<file path="src/rtl/exu_lsu_ctrl.sv">
// Load/store unit for the EXU stage: effective address generation, natural
// alignment check, single-outstanding memory transaction over a valid/ready
// request bus and a valid-only response bus, store lane alignment with byte
// strobes, and load data extraction with sign/zero extension.
module exu_lsu_ctrl #(
   parameter int XLEN   = 64,
   parameter int ADDR_W = 64,
   parameter int DATA_W = 64
) (
   input  logic                 clk,
   input  logic                 rst,
   input  logic                 lsu_en,
   output logic                 lsu_ready,
   input  logic                 lsu_store,
   input  logic [1:0]           lsu_size,
   input  logic                 lsu_unsigned,
   input  logic [XLEN-1:0]      src1,
   input  logic [XLEN-1:0]      imm,
   input  logic [XLEN-1:0]      src2,
   output logic                 mem_req_valid,
   input  logic                 mem_req_ready,
   output logic [ADDR_W-1:0]    mem_req_addr,
   output logic                 mem_req_wen,
   output logic [DATA_W-1:0]    mem_req_wdata,
   output logic [DATA_W/8-1:0]  mem_req_wstrb,
   input  logic                 mem_rsp_valid,
   input  logic [DATA_W-1:0]    mem_rsp_rdata,
   output logic                 lsu_done,
   output logic [XLEN-1:0]      lsu_rdata,
   output logic                 lsu_misalign
);

   localparam int NB    = DATA_W / 8;
   localparam int OFF_W = (NB > 1) ? $clog2(NB) : 1;

   typedef enum logic [1:0] {
      S_IDLE = 2'd0,
      S_REQ  = 2'd1,
      S_WAIT = 2'd2,
      S_DONE = 2'd3
   } state_e;

   // Contiguous strobe of (1 << sz) bytes starting at lane 0.
   function automatic logic [NB-1:0] strb_mask(input logic [1:0] sz);
      logic [NB-1:0] m;
      for (int i = 0; i < NB; i++) begin
         m[i] = (i < (1 << sz));
      end
      return m;
   endfunction

   // Keep the low (8 << sz) bits of a lane-shifted word and extend to XLEN.
   function automatic logic [XLEN-1:0] ext_load(input logic [DATA_W-1:0] w,
                                                input logic [1:0]        sz,
                                                input logic              u);
      logic [XLEN-1:0] r;
      case (sz)
         2'd0:    r = ({XLEN{~u & w[7]}}  & ~XLEN'(8'hFF))         | XLEN'(w[7:0]);
         2'd1:    r = ({XLEN{~u & w[15]}} & ~XLEN'(16'hFFFF))      | XLEN'(w[15:0]);
         2'd2:    r = ({XLEN{~u & w[31]}} & ~XLEN'(32'hFFFF_FFFF)) | XLEN'(w[31:0]);
         default: r = w[XLEN-1:0];
      endcase
      return r;
   endfunction

   state_e              state_q, state_d;
   logic [ADDR_W-1:0]   addr_q, addr_d;
   logic                wen_q, wen_d;
   logic [DATA_W-1:0]   wdata_q, wdata_d;
   logic [NB-1:0]       wstrb_q, wstrb_d;
   logic [1:0]          size_q, size_d;
   logic                uns_q, uns_d;
   logic [OFF_W-1:0]    off_q, off_d;
   logic [XLEN-1:0]     rdata_q, rdata_d;
   logic                mis_q, mis_d;
   logic                valid_q, done_q, ready_q;

   logic [XLEN-1:0]     ea_full_s;
   logic [ADDR_W-1:0]   ea_s;
   logic [OFF_W-1:0]    off_s;
   logic                mis_s;
   logic                accept_s;

   assign ea_full_s = src1 + imm;
   assign ea_s      = ea_full_s[ADDR_W-1:0];
   assign off_s     = ea_s[OFF_W-1:0];
   assign accept_s  = (state_q == S_IDLE) && lsu_en;

   // Natural alignment check; doubleword is illegal on a 32-bit datapath.
   always_comb begin
      case (lsu_size)
         2'd0:    mis_s = 1'b0;
         2'd1:    mis_s = ea_full_s[0];
         2'd2:    mis_s = |ea_full_s[1:0];
         2'd3:    mis_s = (XLEN == 32) ? 1'b1 : |ea_full_s[2:0];
         default: mis_s = 1'b1;
      endcase
   end

   // Next-state logic of the transaction FSM.
   always_comb begin
      state_d = state_q;
      case (state_q)
         S_IDLE: begin
            if (lsu_en) state_d = mis_s ? S_DONE : S_REQ;
            else        state_d = S_IDLE;
         end
         S_REQ: begin
            if (mem_req_ready) state_d = wen_q ? S_DONE : S_WAIT;
            else               state_d = S_REQ;
         end
         S_WAIT: begin
            if (mem_rsp_valid) state_d = S_DONE;
            else               state_d = S_WAIT;
         end
         S_DONE:  state_d = S_IDLE;
         default: state_d = S_IDLE;
      endcase
   end

   // Operand capture at accept, store-result clear at handshake, load capture on response.
   always_comb begin
      addr_d  = addr_q;
      wen_d   = wen_q;
      wdata_d = wdata_q;
      wstrb_d = wstrb_q;
      size_d  = size_q;
      uns_d   = uns_q;
      off_d   = off_q;
      rdata_d = rdata_q;
      mis_d   = 1'b0;
      if (accept_s) begin
         addr_d  = ea_s;
         wen_d   = lsu_store;
         wdata_d = DATA_W'(src2) << {off_s, 3'b000};
         wstrb_d = lsu_store ? (strb_mask(lsu_size) << off_s) : {NB{1'b0}};
         size_d  = lsu_size;
         uns_d   = lsu_unsigned;
         off_d   = off_s;
         mis_d   = mis_s;
         if (mis_s) rdata_d = {XLEN{1'b0}};
         else       rdata_d = rdata_q;
      end else if ((state_q == S_REQ) && mem_req_ready && wen_q) begin
         rdata_d = {XLEN{1'b0}};
      end else if ((state_q == S_WAIT) && mem_rsp_valid) begin
         rdata_d = ext_load(mem_rsp_rdata >> {off_q, 3'b000}, size_q, uns_q);
      end else begin
         rdata_d = rdata_q;
      end
   end

   // State, datapath and registered status outputs.
   always_ff @(posedge clk) begin
      if (rst) begin
         state_q <= S_IDLE;
         addr_q  <= {ADDR_W{1'b0}};
         wen_q   <= 1'b0;
         wdata_q <= {DATA_W{1'b0}};
         wstrb_q <= {NB{1'b0}};
         size_q  <= 2'd0;
         uns_q   <= 1'b0;
         off_q   <= {OFF_W{1'b0}};
         rdata_q <= {XLEN{1'b0}};
         mis_q   <= 1'b0;
         valid_q <= 1'b0;
         done_q  <= 1'b0;
         ready_q <= 1'b1;
      end else begin
         state_q <= state_d;
         addr_q  <= addr_d;
         wen_q   <= wen_d;
         wdata_q <= wdata_d;
         wstrb_q <= wstrb_d;
         size_q  <= size_d;
         uns_q   <= uns_d;
         off_q   <= off_d;
         rdata_q <= rdata_d;
         mis_q   <= mis_d;
         valid_q <= (state_d == S_REQ);
         done_q  <= (state_d == S_DONE);
         ready_q <= (state_d == S_IDLE);
      end
   end

   assign lsu_ready     = ready_q;
   assign mem_req_valid = valid_q;
   assign mem_req_addr  = addr_q;
   assign mem_req_wen   = wen_q;
   assign mem_req_wdata = wdata_q;
   assign mem_req_wstrb = wstrb_q;
   assign lsu_done      = done_q;
   assign lsu_rdata     = rdata_q;
   assign lsu_misalign  = mis_q;

endmodule
</file>
<file path="config.mk">
export PLATFORM = sky130hd
export DESIGN_NAME = exu_lsu_ctrl
export DESIGN_NICKNAME = d
export VERILOG_FILES = /design/src/rtl/exu_lsu_ctrl.sv
export SDC_FILE = /design/constraint.sdc
export NUM_CORES = 1
export LEC_CHECK = 0
export BUFFER_PORTS_ARGS = -buffer_cell sky130_fd_sc_hd__buf_2
export CAP_MARGIN = 10
export CORE_AREA = 4 4 178 180
export CTS_CLUSTER_SIZE = 24
export DETAILED_ROUTE_END_ITERATION = 8
export DIE_AREA = 0 0 182 184
export HOLD_SLACK_MARGIN = 0.1
export PLACE_DENSITY_LB_ADDON = 0.08
export SYNTH_ARGS = -nofsm -noshare
export SYNTH_HDL_FRONTEND = slang
export SYNTH_SLANG_ARGS = --single-unit
</file>
<file path="constraint.sdc">
create_clock -name clk -period 8.3 [get_ports clk]
set_input_delay 0.415 -clock clk [delete_from_list [all_inputs] [get_ports clk]]
set_output_delay 0.415 -clock clk [all_outputs]
set_load 0.01 [all_outputs]
</file>
==> results of run 1 <==
critical path: cells and delay by family (launching register included):
| kind | cells | cell delay [ns] |
|---|---|---|
| compound gates | 4 | 1.00 |
| simple gates | 3 | 0.27 |
| mux | 1 | 0.32 |
| buf+inv | 3 | 1.27 |
| flops | 1 | 0.35 |
sequential cells by signal, summed over array words and instances, names as in the netlist:
| name | cells |
|---|---|
| state_q | 2 |
| lsu_done | 1 |
| lsu_rdata | 64 |
| size_q | 2 |
| mem_req_addr | 64 |
| mem_req_wstrb | 8 |
| lsu_ready | 1 |
| mem_req_wdata | 64 |
| mem_req_valid | 1 |
| uns_q | 1 |
| mem_req_wen | 1 |
| lsu_misalign | 1 |
routing by layer:
metal  GRT usage (%)  vias up
met5               0        -
met4            8.68       10
met3            7.60      107
met2            50.9      724
met1            39.0     7455
li1                -     7605
final timing paths:
| check | from | end | slack [ns] |
|---|---|---|---|
| setup reg to reg | mem_req_addr[0] | lsu_rdata[37] | 4.97 |
| hold reg to reg | mem_req_addr[30] | mem_req_addr[30] | 0.45 |
| setup / recovery | mem_req_addr[0] | lsu_rdata[37] | 4.97 |
| hold / removal | src2[2] | mem_req_wdata[2] | 0.19 |
power by group through the flow:
stage	sequential, mW	clock (mW)	combinational, mW
after CTS	1.17	1.13	1.23
after detailed placement	1.19	0	1.22
final	1.17	1.11	1.24
after global routing	1.18	1.17	1.36
after floorplan	1.22	0	0.777
after global placement	1.19	0	1.21
metrics by stage:
step	utilization [%]	hold WS, ns	std cells	area [µm²]
2_1_floorplan	-	0.465	1893	14600
3_3_place_gp	56.3	0.435	2621	17000
3_5_place_dp	56.3	0.440	2621	17000
4_1_cts	59.0	0.164	2664	17800
5_1_grt	59.1	0.174	2667	17900
6_report	59.2	0.191	2668	17900
logic make-up after synthesis:
kind of cell             after synthesis
AO/OA/AOI/OAI                        612
adder cells (fa/ha/maj)               64
AND/OR/NAND/NOR                      654
buffers and inverters                184
multiplexers                         121
XOR/XNOR                              48
flip-flops                           210
final cells by class:
type	instances	share of cell area [%]
inverters	32	0.673
diodes	2	0.0280
clock buffers	32	3.93
clock inverters	10	0.624
repair buffers	487	14.1
flip-flops and latches	210	23.6
multi-input cells	1499	54.3
well taps	396	2.77
layout by cell type (no fill, tap or decap), types with 7 or more instances in the layout:
cell type  count
a211oi_1      40
a21o_1        33
a21oi_1      201
a22o_1        18
a22oi_1       61
a2bb2oi_1      8
a311oi_1      25
a31oi_1        7
and2_1        20
and3_1         9
buf_2        468
buf_4         16
clkbuf_16     25
clkinv_2       7
dfxtp_1      208
ha_1          62
inv_1         32
mux2_2        25
mux2i_1       67
mux4_2        29
nand2_1      259
nand2b_1      10
nand3_1       39
nand4_1       26
nor2_1       197
nor2b_1       13
nor3_1        42
o21a_1        15
o21ai_0      118
o21bai_1      18
o22ai_1       11
or2_2         13
xnor2_1       27
xor2_1        19
repair_timing:
action,CTS,global route
hold endpoints to repair,1,0
setup buffers,0,0
hold buffers,1,0
==> results.ini, run 1 <==
[floorplan]
die_y_um=184
start_util_pct=48.2
io_pins=470
rows=64
dieArea_mm2=0.0335
die_x_um=182
core_area_mm2=0.0302

[cells_and_area]
multi_input_area_mm2=0.00970
nets=2583
syn_to_final_growth_pct=22.6
final_layout_size_suffix_gt1_share_pct=27.0
n_fill_cell=2910
seq_area_mm2=0.00421

[global_route]
grt_util_all_layers_pct=30.4
grt_max_degree=101
grt_pass1_vias=15000
antenna_found_initial=7
grt_first_pass_wirelength_um=82700
grt_remaining_overflow=0

[power]
power_switching_mw=1.28
p_int_mw=2.25
clockPowerShare_pct=31.5
peakVddDrop_mv=0.153
pwr_density_cell_mw_per_mm2=197
leakage_nw=7.97
finalPower_mw=3.52
seq_power_share_pct=33.3
p_sw_share_pct=36.2
share_comb_of_total_power_pct=35.2

[sta]
tns_ns=0
rsz0062_at_grt=false
skew_ns=0.0236
fin_crit_ns=3.33
min_period_over_period_pct=40.2
tightest_slew_ns=1.19
setup_viol=0
relSlewSlack_pct=20.0
setup_ws_ns=4.97
clock.fmax_mhz=300
finalHoldViolCount=0
drv_slew=0

[route]
vias_per_cell=5.96
ant_nets=0
wl_met1_um=22300
top_layer_used=met5
drc=0
wl_um=54800
wl_met2_um=25600
wl_per_cell_um=20.5
met3_length_um=5180
drtPass1Iterations=6
drtIter0Drc=1527
num_vias=15900

[placement]
post-dp-hpwl_um=41200
place_ws_ns=4.54
io_buffers=469
gp_congestion=0.955

[clock_tree]
cts.clk_slew.worst_paths_ns=0.07
cts_max_path_buffers=3
cts-buffers-inserted=24
cts_tree=built
cts-root-buf=clkbuf_16
cts_sinks=210
htreeDepth=1
worstSkewPairLatency_ns=0.54
cts_resized=0

[synthesis]
synth_nets=2222
yosysUniqueCellTypes=73
syn_avg_cell_area_um2=7.69
synth_edf_count=0
synth_common_cells=nand2_1 (259), dfxtp_1 (210), a21oi_1 (201)
yosysTopAreaCell=dfxtp_1
synthSimpleGateAreaFrac_pct=19.8
synth_fa_ha_area_share_pct=5.55
synth_area_leaders=dfxtp_1 (29%), a21oi_1 (6.9%), nand2_1 (6.7%)
synth_seq_cells=210
yosysTopAreaCellShare_pct=28.9
synth_seq_area_share_pct=28.9
synth_top_family_by_area=compound AO/OA/AOI/OAI gates
synth-xor-area-share_pct=2.89
ys.flop_type=dfxtp_1
synth.area.mux_share_pct=11.0
ys_async_sr_fraction_pct=0
netlist_instances=1893
synth_compound_gate_area_share_pct=27.0
synth.most_common_cell=nand2_1
yosys_warnings=0
syn_area_mm2=0.0146

[worst_setup_path]
rr_worst_depth=11
cp-end-kind=register
required_ns=8.76
worstPathArrival_ns=3.80
cp_slowest_cell=buf_4
path_cells=buf_4 -> mux2i_1 -> nand2_1 -> o21ai_0 -> nor2_1 -> a2111oi_2 -> buf_4 -> o21a_1 -> buf_16 -> a22oi_1 -> nor2_1
crit_type=reg2reg
critPathLaunchType=register
worst-path-max-fanout=84
cpPeakStageDelay_ns=0.76

[run_status]
outcome=finished, final reports clean

[min_path]
hp-class=in2reg
hold_depth=3

[job]
drv_cap=0

Note: power is estimated with default switching activity, not from simulation.
==> run 2, diff against run 1 <==
Settings changed: CORE_AREA 4 4 178 180 to 4 4 183 185, DIE_AREA 0 0 182 184 to 0 0 187 189.
Clock period 8.3 ns to 3.3 ns, I/O delays scaled along.
==> run 2 against run 1 <==
  * Critical path depth decreased by 1
  * Setup slack got worse by 4.4 ns
  * Flip-flop and latch count unchanged
==> results.ini, run 2 (synthesis results as in run 1) <==
[run_status]
outcome=finished, final reports clean

[power]
pwr_density_cell_mw_per_mm2=502
peakVddDrop_mv=0.426
leakage_nw=8.31

[sta]
rsz0062_at_grt=false
tightest_slew_ns=0.792
min_period_over_period_pct=83.2
clock.fmax_mhz=364
fin_crit_ns=2.75
drv_slew=0
relSlewSlack_pct=47.0
setup_viol=0
tns_ns=0
skew_ns=0.0156
finalHoldViolCount=0

[clock_tree]
cts_sinks=210
cts_max_path_buffers=3
htreeDepth=1
cts_tree=built
cts_resized=0
worstSkewPairLatency_ns=0.54
cts-buffers-inserted=26
cts.clk_slew.worst_paths_ns=0.06
cts-root-buf=clkbuf_16

[placement]
post-dp-hpwl_um=42200
io_buffers=469
dpl_cell_area_mm2=0.0174
dp_cells=2672
gp_congestion=0.913

[worst_setup_path]
critPathLaunchType=register
required_ns=3.76
cpPeakStageDelay_ns=0.61
cp-end-kind=register
crit_type=reg2reg
cp_slowest_cell=dfxtp_2
startpoint=mem_req_addr[1]
worst-path-max-fanout=32
reg2reg_slack_ns=0.55
r2r_start=mem_req_addr[1]
worstPathArrival_ns=3.21
path_cells=mux2_2 -> a21oi_1 -> o21ai_0 -> nor2_1 -> a2111oi_2 -> buf_4 -> o21a_1 -> buf_4 -> a22oi_1 -> nor2_1

[floorplan]
rows=66
core_area_mm2=0.0320
start_util_pct=45.4
io_pins=470
dieArea_mm2=0.0353
die_y_um=189
die_x_um=187

[cells_and_area]
layout_commonest_cell=buf_2
design_area_mm2=0.0185
finalNonFillerCells=2745
nets=2646
seq_area_mm2=0.00421
syn_to_final_growth_pct=27.3
layout_common_cells=buf_2 (468), nand2_1 (259), dfxtp_1 (208), a21oi_1 (201), nor2_1 (197)
fin_util_pct=57.8
n_fill_cell=3096
final_layout_size_suffix_gt1_share_pct=27.8
multi_input_area_mm2=0.00970

[min_path]
hold_start=src2[15]
hp-class=in2reg

[route]
drtIter0Drc=1085
wl_per_cell_um=20.4
drc=0
wl_um=56100
num_vias=16200
vias_per_cell=5.89
ant_nets=0
drtPass1Iterations=5

[job]
drv_cap=0

[global_route]
grt_max_degree=113
antenna_found_initial=2
grt_util_all_layers_pct=30.0
grt_pass1_vias=15700
grt_remaining_overflow=0
grt_first_pass_wirelength_um=87100

run 2: changes by cell type in the layout (fill, tap and decap cells not counted), moves of 3 or more:
cell | before | now
buf_12 | 0 | 4
clkbuf_1 | 2 | 6
clkinv_2 | 7 | 2
bufinv_16 | 2 | 5
buf_4 | 16 | 50
dlygate4sd3_1 | 1 | 25
run 2: per-stage QoR:
| stage | power (mW) | worst slack (ns) | hold slack (ns) |
|---|---|---|---|
| after floorplan | 5.02 | 0.555 | 0.301 |
| after global placement | 6.13 | 0.136 | 0.414 |
| after detailed placement | 6.16 | 0.102 | 0.414 |
| after CTS | 9.32 | 0.539 | 0.102 |
| after global routing | 9.78 | 0.283 | 0.129 |
| final | 9.30 | 0.554 | 0.113 |
run 2: worst paths after layout:
path                  endpoint  depth (start not counted)
max              lsu_rdata[44]                         10
min          mem_req_wdata[23]                          5
max reg2reg      lsu_rdata[44]                         10
min reg2reg   mem_req_addr[15]                          2
run 2: layout make-up:
class                      count  area share [%]
antenna                        2          0.0270
clock buffer                  36            3.99
clock inverter                10           0.999
inverter                      32           0.648
multi-input combinational   1499            52.4
sequential                   210            22.7
tap                          408            2.75
timing repair buffer         548            16.5
run 2: what timing repair did:
action / in CTS / in global routing
hold endpoints to repair: 37 / 0
hold buffers: 25 / 0
buffers inserted: 0 / 0
run 2: per-layer routing:
metal	routed length [µm]	track usage (%)	vias up	part of all wire [%]
met1	22900	37.5	7621	41
met2	26700	52.1	706	48
met4	1800	9.36	0	3.2
met5	0	0	-	0
met3	4740	6.27	101	8.5
li1	-	-	7746	-
run 2: worst max-delay path: cells and delay by family (launching register included):
family	cells	cell delay, ns
AO/OA/AOI/OAI	5	0.98
buffers and inverters	2	0.61
flip-flops	1	0.61
multiplexers	1	0.26
AND/OR/NAND/NOR	2	0.20
run 2: report_power, final:
part	internal (mW)	switching (mW)	total, mW	leakage (nW)
sequential	2.78	0.167	2.95	1.72
combinational	1.29	1.93	3.22	6.14
clock	1.95	1.18	3.13	0.448
==> run 3, diff against run 2 <==
Clock period 3.3 ns to 2.6 ns, I/O delays scaled along.
==> run 3 against run 2 <==
  * Non-clock buffer count grew 182
  * Largest cell class unchanged
  * Sequential share of layout area shrank 1.8 points
  * Largest power group unchanged
  * Highest routed layer is now met5
  * Critical path type is now in2reg
  * Critical endpoint is now mem_req_addr[62]
  * Utilization grew 4.9 points
  * Power grew 34%
==> results.ini, run 3 (synthesis results as in run 1) <==
[run_status]
outcome=finished, final reports clean

[worst_setup_path]
r2r_end=lsu_rdata[56]
cp_slowest_cell=fa_4
rr_worst_depth=10
worstPathArrival_ns=2.97
critPathLaunchType=input pin
worst-path-max-fanout=4
required_ns=3.02
cp-end-kind=register
cp_top_family=compound AO/OA/AOI/OAI gates
reg2reg_slack_ns=0.23
crit_type=in2reg
r2r_start=mem_req_addr[1]
path_cells=buf_2 -> ha_4 -> inv_1 -> fa_4 -> nand2b_1 -> a211oi_1 -> o31a_1 -> o31ai_1 -> buf_4 -> a311oi_1 -> buf_4 -> nor3_2 -> o31a_1 -> a211o_1
cpPeakStageDelay_ns=0.44
crit_buf_inv=4

[floorplan]
start_util_pct=45.4
die_y_um=189
core_area_mm2=0.0320
die_x_um=187
io_pins=470
rows=66
dieArea_mm2=0.0353

[power]
peakVddDrop_mv=0.642
pwr_density_cell_mw_per_mm2=621
finalPower_mw=12.5
leakage_nw=9.25

[global_route]
grt_pass1_vias=16300
grt_max_degree=102
grt_remaining_overflow=0
antenna_found_initial=3
grt_first_pass_wirelength_um=89700
grt_util_all_layers_pct=31.0

[job]
drv_cap=0

[cells_and_area]
syn_to_final_growth_pct=38.1
layout_commonest_cell=buf_2
finalNonFillerCells=2929
n_fill_cell=3003
design_area_mm2=0.0201
nets=2828
layout_common_cells=buf_2 (468), nand2_1 (259), buf_4 (217), dfxtp_1 (208), a21oi_1 (201)
final_layout_size_suffix_gt1_share_pct=33.1

[placement]
dp_cells=2846
post-dp-hpwl_um=44600
gp_congestion=0.991
dpl_cell_area_mm2=0.0188
place_ws_ns=-0.496
io_buffers=469

[clock_tree]
cts_max_path_buffers=3
cts_tree=built
cts-buffers-inserted=26
worstSkewPairLatency_ns=0.55
htreeDepth=1
cts_sinks=210
cts.clk_slew.worst_paths_ns=0.06
cts-root-buf=clkbuf_16

[min_path]
hold_depth=5
hold_start=src2[15]
hp-class=in2reg
holdPathEnd=mem_req_wdata[55]

[route]
drc=0
ant_nets=0
num_vias=16900
wl_per_cell_um=19.9
wl_um=58200
vias_per_cell=5.76
drtPass1Iterations=5
drtIter0Drc=1288

[sta]
relSlewSlack_pct=49.9
skew_ns=0.0233
setup_ws_ns=0.0557
clock.fmax_mhz=393
setup_viol=0
fin_crit_ns=2.54
tightest_slew_ns=0.748
finalHoldViolCount=0
min_period_over_period_pct=97.9
drv_slew=0

run 3: cell types whose count changed in the layout (fill, tap and decap cells not counted), moves of 3 or more:
cell,delta
dlygate4sd3_1,+7
clkinvlp_4,+3
clkbuf_1,-5
buf_4,+167
buf_12,+8
run 3: area by class of cell:
type | instances | area [µm²] | area share [%]
timing repair buffer | 730 | 4540 | 22.6
multi-input combinational | 1499 | 9730 | 48.4
antenna | 2 | 5.00 | 0.0249
clock buffer | 32 | 734 | 3.65
clock inverter | 16 | 248 | 1.23
inverter | 32 | 120 | 0.598
tap | 408 | 510 | 2.54
sequential | 210 | 4210 | 20.9
run 3: how the worst max path moves through the flow:
stage,cells after the start,from,endpoint
after global placement,12,src1[30],mem_req_addr[57]
after global routing,12,src1[7],mem_req_addr[61]
final,14,src1[0],mem_req_addr[62]
after detailed placement,15,src1[0],mem_req_addr[54]
after CTS,15,src1[0],mem_req_addr[54]
after floorplan,11,src1[29],mem_req_addr[60]
run 3: routing by layer:
layer	GRT usage (%)	share of wire, %
met4	11.3	4.1
met5	0	0.014
met1	37.9	40
met3	6.42	7.9
met2	54.1	48
run 3: metrics by stage:
step	setup TNS, ns	hold slack (ns)	utilization, %
after global placement	-6.78	0.374	58.6
after CTS	0	0.102	62.6
after global routing	-0.0713	0.165	62.7
after detailed placement	-8.57	0.386	58.6
after floorplan	-0.0400	0.266	-
final	0	0.121	62.7
run 3: power by group:
group          switching (mW)  internal (mW)
logic                    2.57           2.00
clock network            1.57           2.60
registers               0.207           3.53
run 3: worst reg2reg max path, stage by stage, from the launching register on:
cell and delay (ns):
dfxtp_2 0.40, buf_4 0.23, nor2b_1 0.17, nand2_1 0.06, o21ai_0 0.12, a21oi_1 0.17
a2111oi_2 0.45, o21a_1 0.23, buf_12 0.20, a22oi_1 0.10, nor2_1 0.15
run 3: timing repair:
item | 4_1_cts | 5_1_grt
hold buffers | 32 | 0
setup endpoints to repair | 0 | 11
setup buffers | 0 | 1
endpoints found under the hold margin | 75 | 0
resized for setup | 0 | 4
